### src/rtl/conv_layer_sequencer.sv
// rtl/conv_layer_sequencer.sv - layer-level sequencer for the conv datapath, bias and weight memories
module conv_layer_sequencer #(
  parameter int GRP_W        = 8,
  parameter int TILE_W       = 8,
  parameter int PIX_W        = 16,
  parameter int DRAIN_CYCLES = 4
) (
  input  logic              clk,
  input  logic              rst,
  input  logic              start,
  input  logic              abort,
  input  logic [GRP_W-1:0]  cfg_oc_groups,
  input  logic [TILE_W-1:0] cfg_ic_tiles,
  input  logic [PIX_W-1:0]  cfg_pix_num,
  input  logic              bias_load_done,
  input  logic              wgt_load_done,
  input  logic              data_valid_in,
  output logic              bias_load_req,
  output logic              wgt_load_req,
  output logic              compute_en,
  output logic              acc_clear,
  output logic              acc_last,
  output logic [GRP_W-1:0]  group_idx,
  output logic [TILE_W-1:0] tile_idx,
  output logic [2:0]        current_state,
  output logic              state_rst,
  output logic              busy,
  output logic              done,
  output logic              stray_beat
);

  localparam int DW = $clog2(DRAIN_CYCLES + 1);

  typedef enum logic [2:0] {
    S_IDLE    = 3'd0,
    S_LOAD_B  = 3'd1,
    S_LOAD_W  = 3'd2,
    S_COMPUTE = 3'd3,
    S_DRAIN   = 3'd4,
    S_DONE    = 3'd5
  } state_t;

  state_t            state_q, state_d;
  logic [GRP_W-1:0]  groups_q;
  logic [TILE_W-1:0] tiles_q;
  logic [PIX_W-1:0]  pix_q;
  logic [PIX_W-1:0]  pix_cnt;
  logic [DW-1:0]     drain_cnt;
  logic              state_rst_q;
  logic              accept;
  logic              next_tile;
  logic              next_group;
  logic              last_tile;

  assign last_tile = (tile_idx == tiles_q - TILE_W'(1));

  always_comb begin
    state_d    = state_q;
    accept     = 1'b0;
    next_tile  = 1'b0;
    next_group = 1'b0;
    if (abort) begin
      state_d = S_IDLE;
    end else begin
      case (state_q)
        S_IDLE: begin
          if (start) begin
            accept = 1'b1;
            // A zero-sized layer has nothing to load; report completion straight away
            if (cfg_oc_groups == '0 || cfg_ic_tiles == '0 || cfg_pix_num == '0)
              state_d = S_DONE;
            else
              state_d = S_LOAD_B;
          end
        end
        S_LOAD_B:  if (bias_load_done) state_d = S_LOAD_W;
        S_LOAD_W:  if (wgt_load_done)  state_d = S_COMPUTE;
        S_COMPUTE: if (data_valid_in && pix_cnt == pix_q - PIX_W'(1)) state_d = S_DRAIN;
        S_DRAIN: begin
          if (drain_cnt == DW'(DRAIN_CYCLES - 1)) begin
            if (!last_tile) begin
              next_tile = 1'b1;
              state_d   = S_LOAD_W;
            end else if (group_idx != groups_q - GRP_W'(1)) begin
              next_group = 1'b1;
              state_d    = S_LOAD_B;
            end else begin
              state_d = S_DONE;
            end
          end
        end
        S_DONE:  state_d = S_IDLE;
        default: state_d = S_IDLE;
      endcase
    end
  end

  always_ff @(posedge clk or posedge rst) begin
    if (rst) begin
      state_q     <= S_IDLE;
      state_rst_q <= 1'b0;
      groups_q    <= '0;
      tiles_q     <= '0;
      pix_q       <= '0;
      pix_cnt     <= '0;
      drain_cnt   <= '0;
      group_idx   <= '0;
      tile_idx    <= '0;
      stray_beat  <= 1'b0;
    end else begin
      state_q     <= state_d;
      state_rst_q <= (state_d != state_q);

      if (accept) begin
        groups_q  <= cfg_oc_groups;
        tiles_q   <= cfg_ic_tiles;
        pix_q     <= cfg_pix_num;
        group_idx <= '0;
        tile_idx  <= '0;
      end else if (next_tile) begin
        tile_idx <= tile_idx + TILE_W'(1);
      end else if (next_group) begin
        group_idx <= group_idx + GRP_W'(1);
        tile_idx  <= '0;
      end

      if (state_q != S_COMPUTE)  pix_cnt <= '0;
      else if (data_valid_in)    pix_cnt <= pix_cnt + PIX_W'(1);

      if (state_q != S_DRAIN) drain_cnt <= '0;
      else                    drain_cnt <= drain_cnt + DW'(1);

      // Beats outside COMPUTE are never counted, only flagged until the next run
      if (accept)                                    stray_beat <= 1'b0;
      else if (data_valid_in && state_q != S_COMPUTE) stray_beat <= 1'b1;
    end
  end

  assign current_state = state_q;
  assign state_rst     = state_rst_q;
  assign bias_load_req = (state_q == S_LOAD_B);
  assign wgt_load_req  = (state_q == S_LOAD_W);
  assign compute_en    = (state_q == S_COMPUTE);
  assign acc_clear     = (state_q == S_COMPUTE) && (tile_idx == '0);
  assign acc_last      = (state_q == S_COMPUTE || state_q == S_DRAIN) && last_tile;
  assign busy          = (state_q != S_IDLE);
  assign done          = (state_q == S_DONE);

endmodule

### config.mk
export PLATFORM = sky130hd
export DESIGN_NAME = conv_layer_sequencer
export DESIGN_NICKNAME = d
export VERILOG_FILES = /design/src/rtl/conv_layer_sequencer.sv
export SDC_FILE = /design/constraint.sdc
export NUM_CORES = 1
export LEC_CHECK = 0
export ABC_CLOCK_PERIOD_IN_PS = 3800
export BUFFER_PORTS_ARGS = -buffer_cell sky130_fd_sc_hd__buf_2
export CAP_MARGIN = 25
export CELL_PAD_IN_SITES_DETAIL_PLACEMENT = 0
export CELL_PAD_IN_SITES_GLOBAL_PLACEMENT = 1
export CORE_MARGIN = 3
export CORE_UTILIZATION = 43
export CTS_CLUSTER_DIAMETER = 30
export CTS_CLUSTER_SIZE = 10
export DETAILED_ROUTE_END_ITERATION = 8
export GPL_TIMING_DRIVEN = 0
export PLACE_DENSITY = 0.81
export SYNTH_ARGS = -nofsm -noshare
export SYNTH_HDL_FRONTEND = slang
export SYNTH_SLANG_ARGS = --single-unit
### constraint.sdc
create_clock -name clk -period 3.8 [get_ports clk]
set_input_delay 0 -clock clk [delete_from_list [all_inputs] [get_ports clk]]
set_output_delay 0 -clock clk [all_outputs]
set_load 0.01 [all_outputs]
Word-level counts from Yosys, hierarchy flattened
Cells that the tools add are included.

operators by class
  reduce and logical (&&, ||, !) cells = 18
  muxes and demuxes = 33
  add/subtract/negate cells = 7
  eq/ne operators = 13

operators by type and width
  kind                                                    number
  two-way mux 8 bit                                       6
  two-way mux 16 bit                                      2
  two-way mux 3 bit                                       10
  zero test 8 bit                                         3
  adder 16 x 1 -> 16 bit (second input constant)          1
  adder 8 x 1 -> 8 bit (second input constant)            2
  == test 16 bit                                          1
  zero test 16 bit                                        1
  subtractor 16 x 1 -> 16 bit (second input constant)     1
  subtractor 8 x 1 -> 8 bit (second input constant)       2
  case mux 3 bit (5 select lines)                         1
  two-way mux 1 bit                                       14
  == test 3 x 2 -> 1 bit (second input constant)          3
  == test 8 bit                                           1
  inequality test 8 bit                                   1
  == test 3 bit (second input constant)                   2
  nonzero test 2 bit                                      3
  nonzero test 3 bit                                      2
  logical AND 1 bit                                       4
  adder 3 x 1 -> 3 bit (second input constant)            1
  == test 3 x 1 -> 1 bit (second input constant)          1
  zero test 3 bit                                         1
  logical OR 1 bit                                        3
  inequality test 3 x 2 -> 1 bit (second input constant)  1
  other kinds (4)                                         4

storage, ports and cells
  flip-flop bits (word level) = 72
  output and inout bits = 28
  logic and storage cells = 81

Logic depth before layout (Yosys ltp)
Gate-level depths: netlist of the first run.

  depth in word-level cells = 10
  gate-level depth with buffers = 11
  gate-level depth less buffers = 9

Worst setup path after synthesis of the first run
OpenSTA, ideal clock, no wires.

  path type = register to register
  start point = reg tiles_q[2]
  end point = reg tile_idx[6]
  setup slack = 1.069 ns
  stages on the path, launching flop included = 9
  data arrival time = 2.607 ns
  path buffers = 1
  clock period less this slack = 2.731 ns
  setup time = 0.124 ns
  cells stage by stage = dfrtp_1 -> or4_4 -> nor4_2 -> o2111ai_1 -> or3_1 -> buf_6 -> a211oi_4 -> nor3_2 -> a211o_1

on the way
  cells in the longest elaborated chain, start to end = 8
  elaborated cells between the ends (all ways) = 13
  classes of those cells = add/sub (1); eq/ne (1); mux (10); reduce/logical (1)

RTL lines
  what                         RTL line  text
  from (decl)                  45        logic [TILE_W-1:0] tiles_q;
  from (signal assigned)       116       tiles_q <= cfg_ic_tiles;
  subtractor 8 x 1 -> 8 bit *  55        assign last_tile = (tile_idx == tiles_q - TILE_W'(1));
  == test 8 bit *              55
  two-way mux 1 bit            81        if (!last_tile) begin
  two-way mux 1 bit            80        if (drain_cnt == DW'(DRAIN_CYCLES - 1)) begin
  two-way mux 1 bit            65        case (state_q)
  two-way mux 1 bit            62        if (abort) begin
  two-way mux 8 bit            120       end else if (next_tile) begin
  two-way mux 8 bit            114       if (accept) begin
  to (signal assigned)         121       tile_idx <= tile_idx + TILE_W'(1);
  to (decl)                    24        output logic [TILE_W-1:0] tile_idx,

Mark *: on every way between the ends. The rest lies on a longest branch, timed or not.
A chain may end at the register's enable or synchronous reset.

Worst setup path in the final report of the first run
  start point = reg pix_q[6]
  end point = reg state_q[1] (netlist: current_state[1])

on the way
  cells in the longest elaborated chain, start to end = 6

RTL lines
  what                             RTL line  text
  from (decl)                      46        logic [PIX_W-1:0] pix_q;
  from (signal assigned)           117       pix_q <= cfg_pix_num;
  subtractor 16 x 1 -> 16 bit      78        S_COMPUTE: if (data_valid_in && pix_cnt == pix_q - PIX_W'(1)) state_d = S_DRAIN;
  == test 16 bit                   78
  logical AND 1 bit                78
  two-way mux 3 bit                78
  case mux 3 bit (5 select lines)  65
  two-way mux 3 bit                62
  net state_d[1]                   43        state_t state_q, state_d;
  to (signal assigned)             111       state_q <= state_d;
  to (decl)                        43

The timed path passes the listed nets, and every way through them passes these cells.

==> results of run 1 <==
power by group through the flow:
stage	clock network, W	logic [W]	registers [W]
floorplan	0	0.000459	0.000941
global placement	0	0.000588	0.000961
detailed placement	0	0.000609	0.000965
CTS	0.000702	0.000640	0.000950
global route	0.000734	0.000718	0.000965
finish	0.000685	0.000638	0.000952
routing by layer:
| layer | routed length (µm) | part of all wire, % | up-vias | track usage (%) |
|---|---|---|---|---|
| met5 | 0 | 0 | - | 0 |
| met4 | 248 | 2.0 | 0 | 7.03 |
| met3 | 357 | 2.9 | 20 | 4.26 |
| met2 | 6240 | 52 | 69 | 37.7 |
| met1 | 5270 | 43 | 1996 | 27.5 |
| li1 | - | - | 2050 | - |
placed cells by master, fill, tap and decap left out, types with 4 or more instances in the layout:
master / netlist / layout
dfrtp_1: 72 / 72
xnor2_1: 31 / 31
nor4_1: 15 / 15
a21oi_1: 28 / 28
ha_1: 9 / 9
inv_1: 21 / 20
dlygate4sd3_1: 0 / 33
or3_1: 7 / 7
and2_1: 5 / 5
nor2_1: 40 / 40
a211oi_1: 4 / 4
nor3_1: 13 / 13
clkbuf_1: 18 / 19
clkbuf_8: 0 / 9
xor2_1: 23 / 23
nand2_1: 102 / 102
o21ai_0: 21 / 21
and3_1: 13 / 13
nand3_1: 7 / 7
o21a_1: 4 / 4
nand4_1: 11 / 11
a31oi_1: 5 / 5
nand2b_1: 10 / 10
buf_2: 3 / 67
or2_2: 5 / 5
cell type report:
type                    count  area (µm²)  share of cell area, %
repair buffers             98         678                   12.3
clock inverters             6        92.6                   1.68
inverters                  21        81.3                   1.47
multi-input cells         407        2470                   44.7
well taps                 133         166                   3.02
plain buffers              24         101                   1.84
clock buffers              10         128                   2.31
flip-flops and latches     72        1800                   32.7
registers in the layout, summed over array words and instances (netlist names):
| register | flops |
|---|---|
| pix_cnt | 16 |
| pix_q | 16 |
| group_idx | 8 |
| groups_q | 8 |
| tile_idx | 8 |
| tiles_q | 8 |
| current_state | 3 |
| drain_cnt | 3 |
| state_rst | 1 |
| stray_beat | 1 |
worst register-to-register path, stage by stage (launching register included):
cell and delay [ns]:
dfrtp_1 0.37, clkbuf_1 0.17, nor4_1 0.77, nand3_1 0.20
or4b_1 0.55, a2111oi_0 0.41, o2111ai_1 0.31, nand2_1 0.17
a21oi_1 0.07
timing repair:
item                      CTS  global route
hold endpoints to repair  104             0
hold buffers               33             0
buffers inserted            0             0
worst min path at each step:
| stage | start | depth (start not counted) | endpoint |
|---|---|---|---|
| 4_1_cts | data_valid_in | 3 | pix_cnt[0]$_DFFE_PP0P_ |
| 3_3_place_gp | cfg_pix_num[2] | 3 | pix_q[2]$_DFFE_PP0P_ |
| 6_report | data_valid_in | 3 | pix_cnt[0]$_DFFE_PP0P_ |
| 5_1_grt | abort | 3 | current_state[0]$_DFF_PP0_ |
| 2_1_floorplan | cfg_oc_groups[2] | 2 | groups_q[2]$_DFFE_PP0P_ |
| 3_5_place_dp | rst | 2 | group_idx[7]$_DFFE_PP0P_ |
stage by stage:
| stage | hold slack, ns | util (%) | std cells | total power (W) | area [µm²] |
|---|---|---|---|---|---|
| finish | 0.0691 | 55.7 | 771 | 0.00227 | 5520 |
| global route | 0.0796 | 55.7 | 771 | 0.00242 | 5520 |
| CTS | 0.0539 | 55.7 | 771 | 0.00229 | 5520 |
| detailed placement | 0.000364 | 50.1 | 722 | 0.00157 | 4970 |
| global placement | 0.214 | 49.8 | 721 | 0.00155 | 4940 |
| floorplan | 0.105 | - | 524 | 0.00140 | 4450 |
cell families after synthesis:
logic type / after synthesis
AO/OA/AOI/OAI: 92
XOR/XNOR: 54
flip-flops: 72
AND/OR/NAND/NOR: 249
multiplexers: 3
buffers and inverters: 45
adder cells (fa/ha/maj): 9
==> impl_metrics.tcl, run 1 <==
set metrics [dict create \
    status "finished, final reports clean" \
    max-cap-violations 0 \
    fin_nets 681 \
    core_um2 9910 \
    synthArstFlopShare_pct 100 \
    cp.arrival_ns 3.38 \
    swShare_pct 33.9 \
    r2r_start "pix_q[6]$_DFFE_PP0P_" \
    gp_congestion 0.787 \
    fin_worst_skew_ns 0.0144 \
    cts_tree "built" \
    cts_resized 0 \
    die_y_um 108 \
    r2r_cells 8 \
    yosys.area_share.simple_pct 27.7 \
    path_cells "clkbuf_1 -> nor4_1 -> nand3_1 -> or4b_1 -> a2111oi_0 -> o2111ai_1 -> nand2_1 -> a21oi_1" \
    r2r_slack_ns 0.66 \
    drive_above_1_share_pct 16.0 \
    synthAdderAreaFrac_pct 2.53 \
    slew_viol_final 0 \
    clockPowerShare_pct 30.1 \
    holdCritPathClass "primary input to flop" \
    synthMuxAreaShare_pct 0.675 \
    start_util_pct 44.9 \
    via_per_inst 5.36 \
    endpoint "current_state[1]$_DFF_PP0_" \
    synth_cell_types 59 \
    clockBufferDepth 2 \
    worst_pin_slew_ns 0.967 \
    rows 36 \
    diodes 0 \
    grt_pass1_wl_mm 19.8 \
    vias 4135 \
    synth_top_family_by_area "simple AND/OR/NAND/NOR gates" \
    ir_drop_uv 265 \
    dpl.hpwl_mm 8.88 \
    synth-xor-area-share_pct 10.6 \
    yosys.area.top_type_share_pct 40.5 \
    die_w_um 108 \
    cp.depth 8 \
    crit_family "simple AND/OR/NAND/NOR gates" \
    synthesis.nets 572 \
    syn_area_um2 4450 \
    min_period_ns 3.14 \
    antenna_found_initial 0 \
    startpoint "pix_q[6]$_DFFE_PP0P_" \
    pwr-share-comb_pct 28.0 \
    synth.most_common_cell "nand2_1" \
    overflow 0 \
    drc_errors 0 \
    synth_edf_count 0 \
    p_seq_share_pct 41.9 \
    cp-end-kind "flop" \
    nFillCells 961 \
    grt_pass1_vias 3998 \
    setup-violations-final 0 \
    grt_util_all_layers_pct 21.8 \
    yosys-top-cells-count "nand2_1, dfrtp_1, nor2_1" \
    finalCritPeriodShare_pct 82.7 \
    io_buffers 64 \
    crit_path_start_kind "flop" \
    dr.pass1.iters 4 \
    max_clock_freq_mhz 318 \
    synthTopCellsByArea "dfrtp_1, nand2_1, xnor2_1, xor2_1, nor2_1" \
    drt-total-wl_mm 12.1 \
    design.die.area_um2 11600 \
    yosys_warnings 0 \
    fin_tns_setup_ns 0 \
    crit_type "flop to flop" \
    yosysTopAreaCell "dfrtp_1" \
    relSlewSlack_pct 34.6 \
    yosysSeqAreaShare_pct 40.5 \
    p_leak_nw 2.51 \
    grt_max_degree 49 \
    htree_levels 3 \
    worstSkewPairLatency_ns 0.36 \
    synthFlopType "dfrtp_1" \
    power.switching_w 0.000771 \
    hold_viol 0 \
    syn_inst 524 \
    dp_slack_ns 0.678 \
    ioPinCount 67 \
    cts_made_buffers 9 \
    final_antenna_net_count 0 \
    cts_root_buffer "clkbuf_8" \
    wl_per_cell_um 15.7 \
    rsz0062_at_grt "no" \
    drtIter0Drc 165 \
    ys_ff_latch 72 \
    synth-compound-area-share_pct 13.9 \
    critPathMaxFanout 7 \
    syn_area_per_cell_um2 8.49 \
    syn_to_final_growth_pct 24.0 \
    power.internal_w 0.00150 \
    rr_endpoint "current_state[1]$_DFF_PP0_" \
    path_buf_inv 1 \
    cts_sinks 72 \
    power.density_nw_per_um2 412 \
    crit_slowest_cell "nor4_1" \
    layout_setup_ws_ns 0.657 \
    critical-path-max-stage-delay_ns 0.76 \
    cp.required_ns 4.04 \
    clkSlewWorstSetupHoldPaths_ns 0.08 \
]
No activity file was read; power rests on OpenSTA's default activity.
==> run 2, diff against run 1 <==
- ABC_AREA: not set -> 1
- ABC_CLOCK_PERIOD_IN_PS: 3800 -> 3000
- CORE_UTILIZATION: 43 -> 42
- PLACE_DENSITY: 0.81 -> 0.82
- clock period: 3.8 -> 3 ns (I/O delays scaled with it)
==> impl_metrics.tcl, run 2 <==
set metrics [dict create \
    ir_drop_uv 280 \
    clkSlewWorstSetupHoldPaths_ns 0.07 \
    drt-total-wl_mm 12.2 \
    ioPinCount 67 \
    yosys_warnings 0 \
    overflow 0 \
    synthTopCellsByArea "dfrtp_1, nand2_1, inv_1, xor2_1, nor2_1" \
    whs_ns 0.0594 \
    yosysTopAreaCell "dfrtp_1" \
    drtIter0Drc 274 \
    hold_viol 0 \
    cts_sinks 72 \
    cts_tree "built" \
    crit_slowest_cell "dfrtp_1" \
    cts_made_buffers 9 \
    drc_errors 0 \
    dp_slack_ns 0.802 \
    dpl.hpwl_mm 9.09 \
    antenna_found_initial 0 \
    status "finished, final reports clean" \
    power.density_nw_per_um2 505 \
    wl_per_cell_um 14.0 \
    cp.required_ns 3.25 \
    cts_setup_buffers 0 \
    rsz0062_at_grt "no" \
    grt_util_all_layers_pct 21.9 \
    critical-path-max-stage-delay_ns 0.41 \
    grt_pass1_vias 4109 \
    p_leak_nw 2.80 \
    fin_nets 779 \
    synth_cell_types 40 \
    min_period_ns 2.23 \
    cpMostUsedCell "nand2_1" \
    io_buffers 65 \
    mostFrequentLayoutCells "nand2_1, inv_1, dfrtp_1, buf_2, nor2_1" \
    cts_root_buffer "clkbuf_8" \
    die_y_um 110 \
    worst_pin_slew_ns 0.513 \
    layout_setup_ws_ns 0.772 \
    yosys-top-cells-count "nand2_1, inv_1, dfrtp_1" \
    fin_worst_skew_ns 0.00977 \
    critPathMaxFanout 5 \
    syn_area_um2 4560 \
    syn_to_final_growth_pct 22.7 \
    slew_viol_final 0 \
    vias 4297 \
    cp-end-kind "flop" \
    nFillCells 995 \
    reg_top3 "pix_cnt (16), pix_q (16)" \
    ys_ff_latch 72 \
    drive_above_1_share_pct 16.2 \
    synthArstFlopShare_pct 100 \
    core_um2 10400 \
    start_util_pct 43.7 \
    seqCellArea_um2 1800 \
    synth.most_common_cell "nand2_1" \
    layout_commonest_cell "nand2_1" \
    die_w_um 110 \
    crit_type "flop to flop" \
    grt_pass1_wl_mm 20.3 \
    htree_levels 3 \
    crit_path_start_kind "flop" \
    fin_tns_setup_ns 0 \
    via_per_inst 4.93 \
    final_antenna_net_count 0 \
    holdCritPathClass "primary input to flop" \
    dr.pass1.iters 5 \
    multiInputGateArea_um2 2400 \
    power_w 0.00282 \
    synthesis.nets 667 \
    syn_inst 619 \
    synth_edf_count 0 \
    cp.arrival_ns 2.48 \
    synthFlopType "dfrtp_1" \
    crit_family "simple AND/OR/NAND/NOR gates" \
    worstSkewPairLatency_ns 0.37 \
    grt_max_degree 38 \
    max-cap-violations 0 \
    clockBufferDepth 2 \
    yosys.area.top_type_share_pct 39.5 \
    finalCritPeriodShare_pct 74.3 \
    gp_congestion 0.825 \
    relSlewSlack_pct 65.5 \
    diodes 0 \
    path_cells "inv_1 -> ha_1 -> nand2_2 -> o21ai_0 -> nand2_1 -> nand2_1 -> nand3_1 -> nor2_1 -> nand3_1 -> nand2_1 -> nand2_1 -> nand3_1 -> nand2_1 -> nor2_1 -> nand2_1" \
    yosysSeqAreaShare_pct 39.5 \
    path_buf_inv 1 \
    max_clock_freq_mhz 449 \
    design.die.area_um2 12100 \
    rows 37 \
    setup-violations-final 0 \
    syn_area_per_cell_um2 7.36 \
]
## run 2: worst paths after layout
path	start	slack [ns]	end	depth (start not counted)
worst max-delay path	pix_q[0]$_DFFE_PP0P_	0.77	state_rst$_DFF_PP0_	15
min in group asynchronous	rst	0.21	groups_q[7]$_DFFE_PP0P_	3
max in group asynchronous	rst	2.22	groups_q[4]$_DFFE_PP0P_	4
worst min register to register	drain_cnt[0]$_DFF_PP0_	0.44	drain_cnt[0]$_DFF_PP0_	1
worst max register to register	pix_q[0]$_DFFE_PP0P_	0.77	state_rst$_DFF_PP0_	15
worst min-delay path	start	0.06	current_state[2]$_DFF_PP0_	5
## run 2: routing by layer
| metal | up-vias | track usage (%) | part of all wire, % |
|---|---|---|---|
| li1 | 2210 | - | - |
| met1 | 1990 | 30.7 | 48 |
| met2 | 86 | 33.8 | 46 |
| met3 | 11 | 5.65 | 5.1 |
| met4 | 0 | 5.54 | 1.1 |
| met5 | - | 0 | 0 |
## run 2: per-stage QoR
step,cell area (µm²),utilization [%],instances
floorplan,4560,-,619
global placement,5050,48.5,820
detailed placement,5070,48.7,821
CTS,5590,53.7,872
global route,5590,53.7,872
finish,5590,53.7,872
## run 2: report_power, final
group | switching (W) | total (W) | internal [W]
clock network | 0.000379 | 0.000701 | 0.000321
registers | 0.000135 | 0.00123 | 0.00110
logic | 0.000532 | 0.000889 | 0.000357
## run 2: cell type report
| cell class | instances | area share [%] |
|---|---|---|
| plain buffers | 9 | 0.694 |
| multi-input cells | 456 | 42.9 |
| repair buffers | 101 | 12.4 |
| well taps | 136 | 3.04 |
| flip-flops and latches | 72 | 32.2 |
| inverters | 82 | 5.68 |
| clock inverters | 3 | 0.313 |
| clock buffers | 13 | 2.66 |
## run 2: repair_timing
| item | in CTS | in global routing |
|---|---|---|
| endpoints found under the hold margin | 75 | 0 |
| resized for setup | 0 | 0 |
| hold buffers | 35 | 0 |
## run 2: cell families after synthesis
group | count (synthesis) | synth area share [%]
buffers and inverters | 91 | 7.77
flip-flops | 72 | 39.5
adder cells (fa/ha/maj) | 9 | 2.47
AND/OR/NAND/NOR | 338 | 33.5
XOR/XNOR | 41 | 8.18
AO/OA/AOI/OAI | 68 | 8.57
## run 2: worst reg2reg max path, stage by stage, from the launching register on
cell     delay [ns]
dfrtp_1        0.41
inv_1          0.15
ha_1           0.25
nand2_2        0.13
o21ai_0        0.24
nand2_1        0.07
nand2_1        0.06
nand3_1        0.11
nor2_1         0.16
nand3_1        0.10
nand2_1        0.09
nand2_1        0.07
nand3_1        0.07
nand2_1        0.05
nor2_1         0.10
nand2_1        0.06
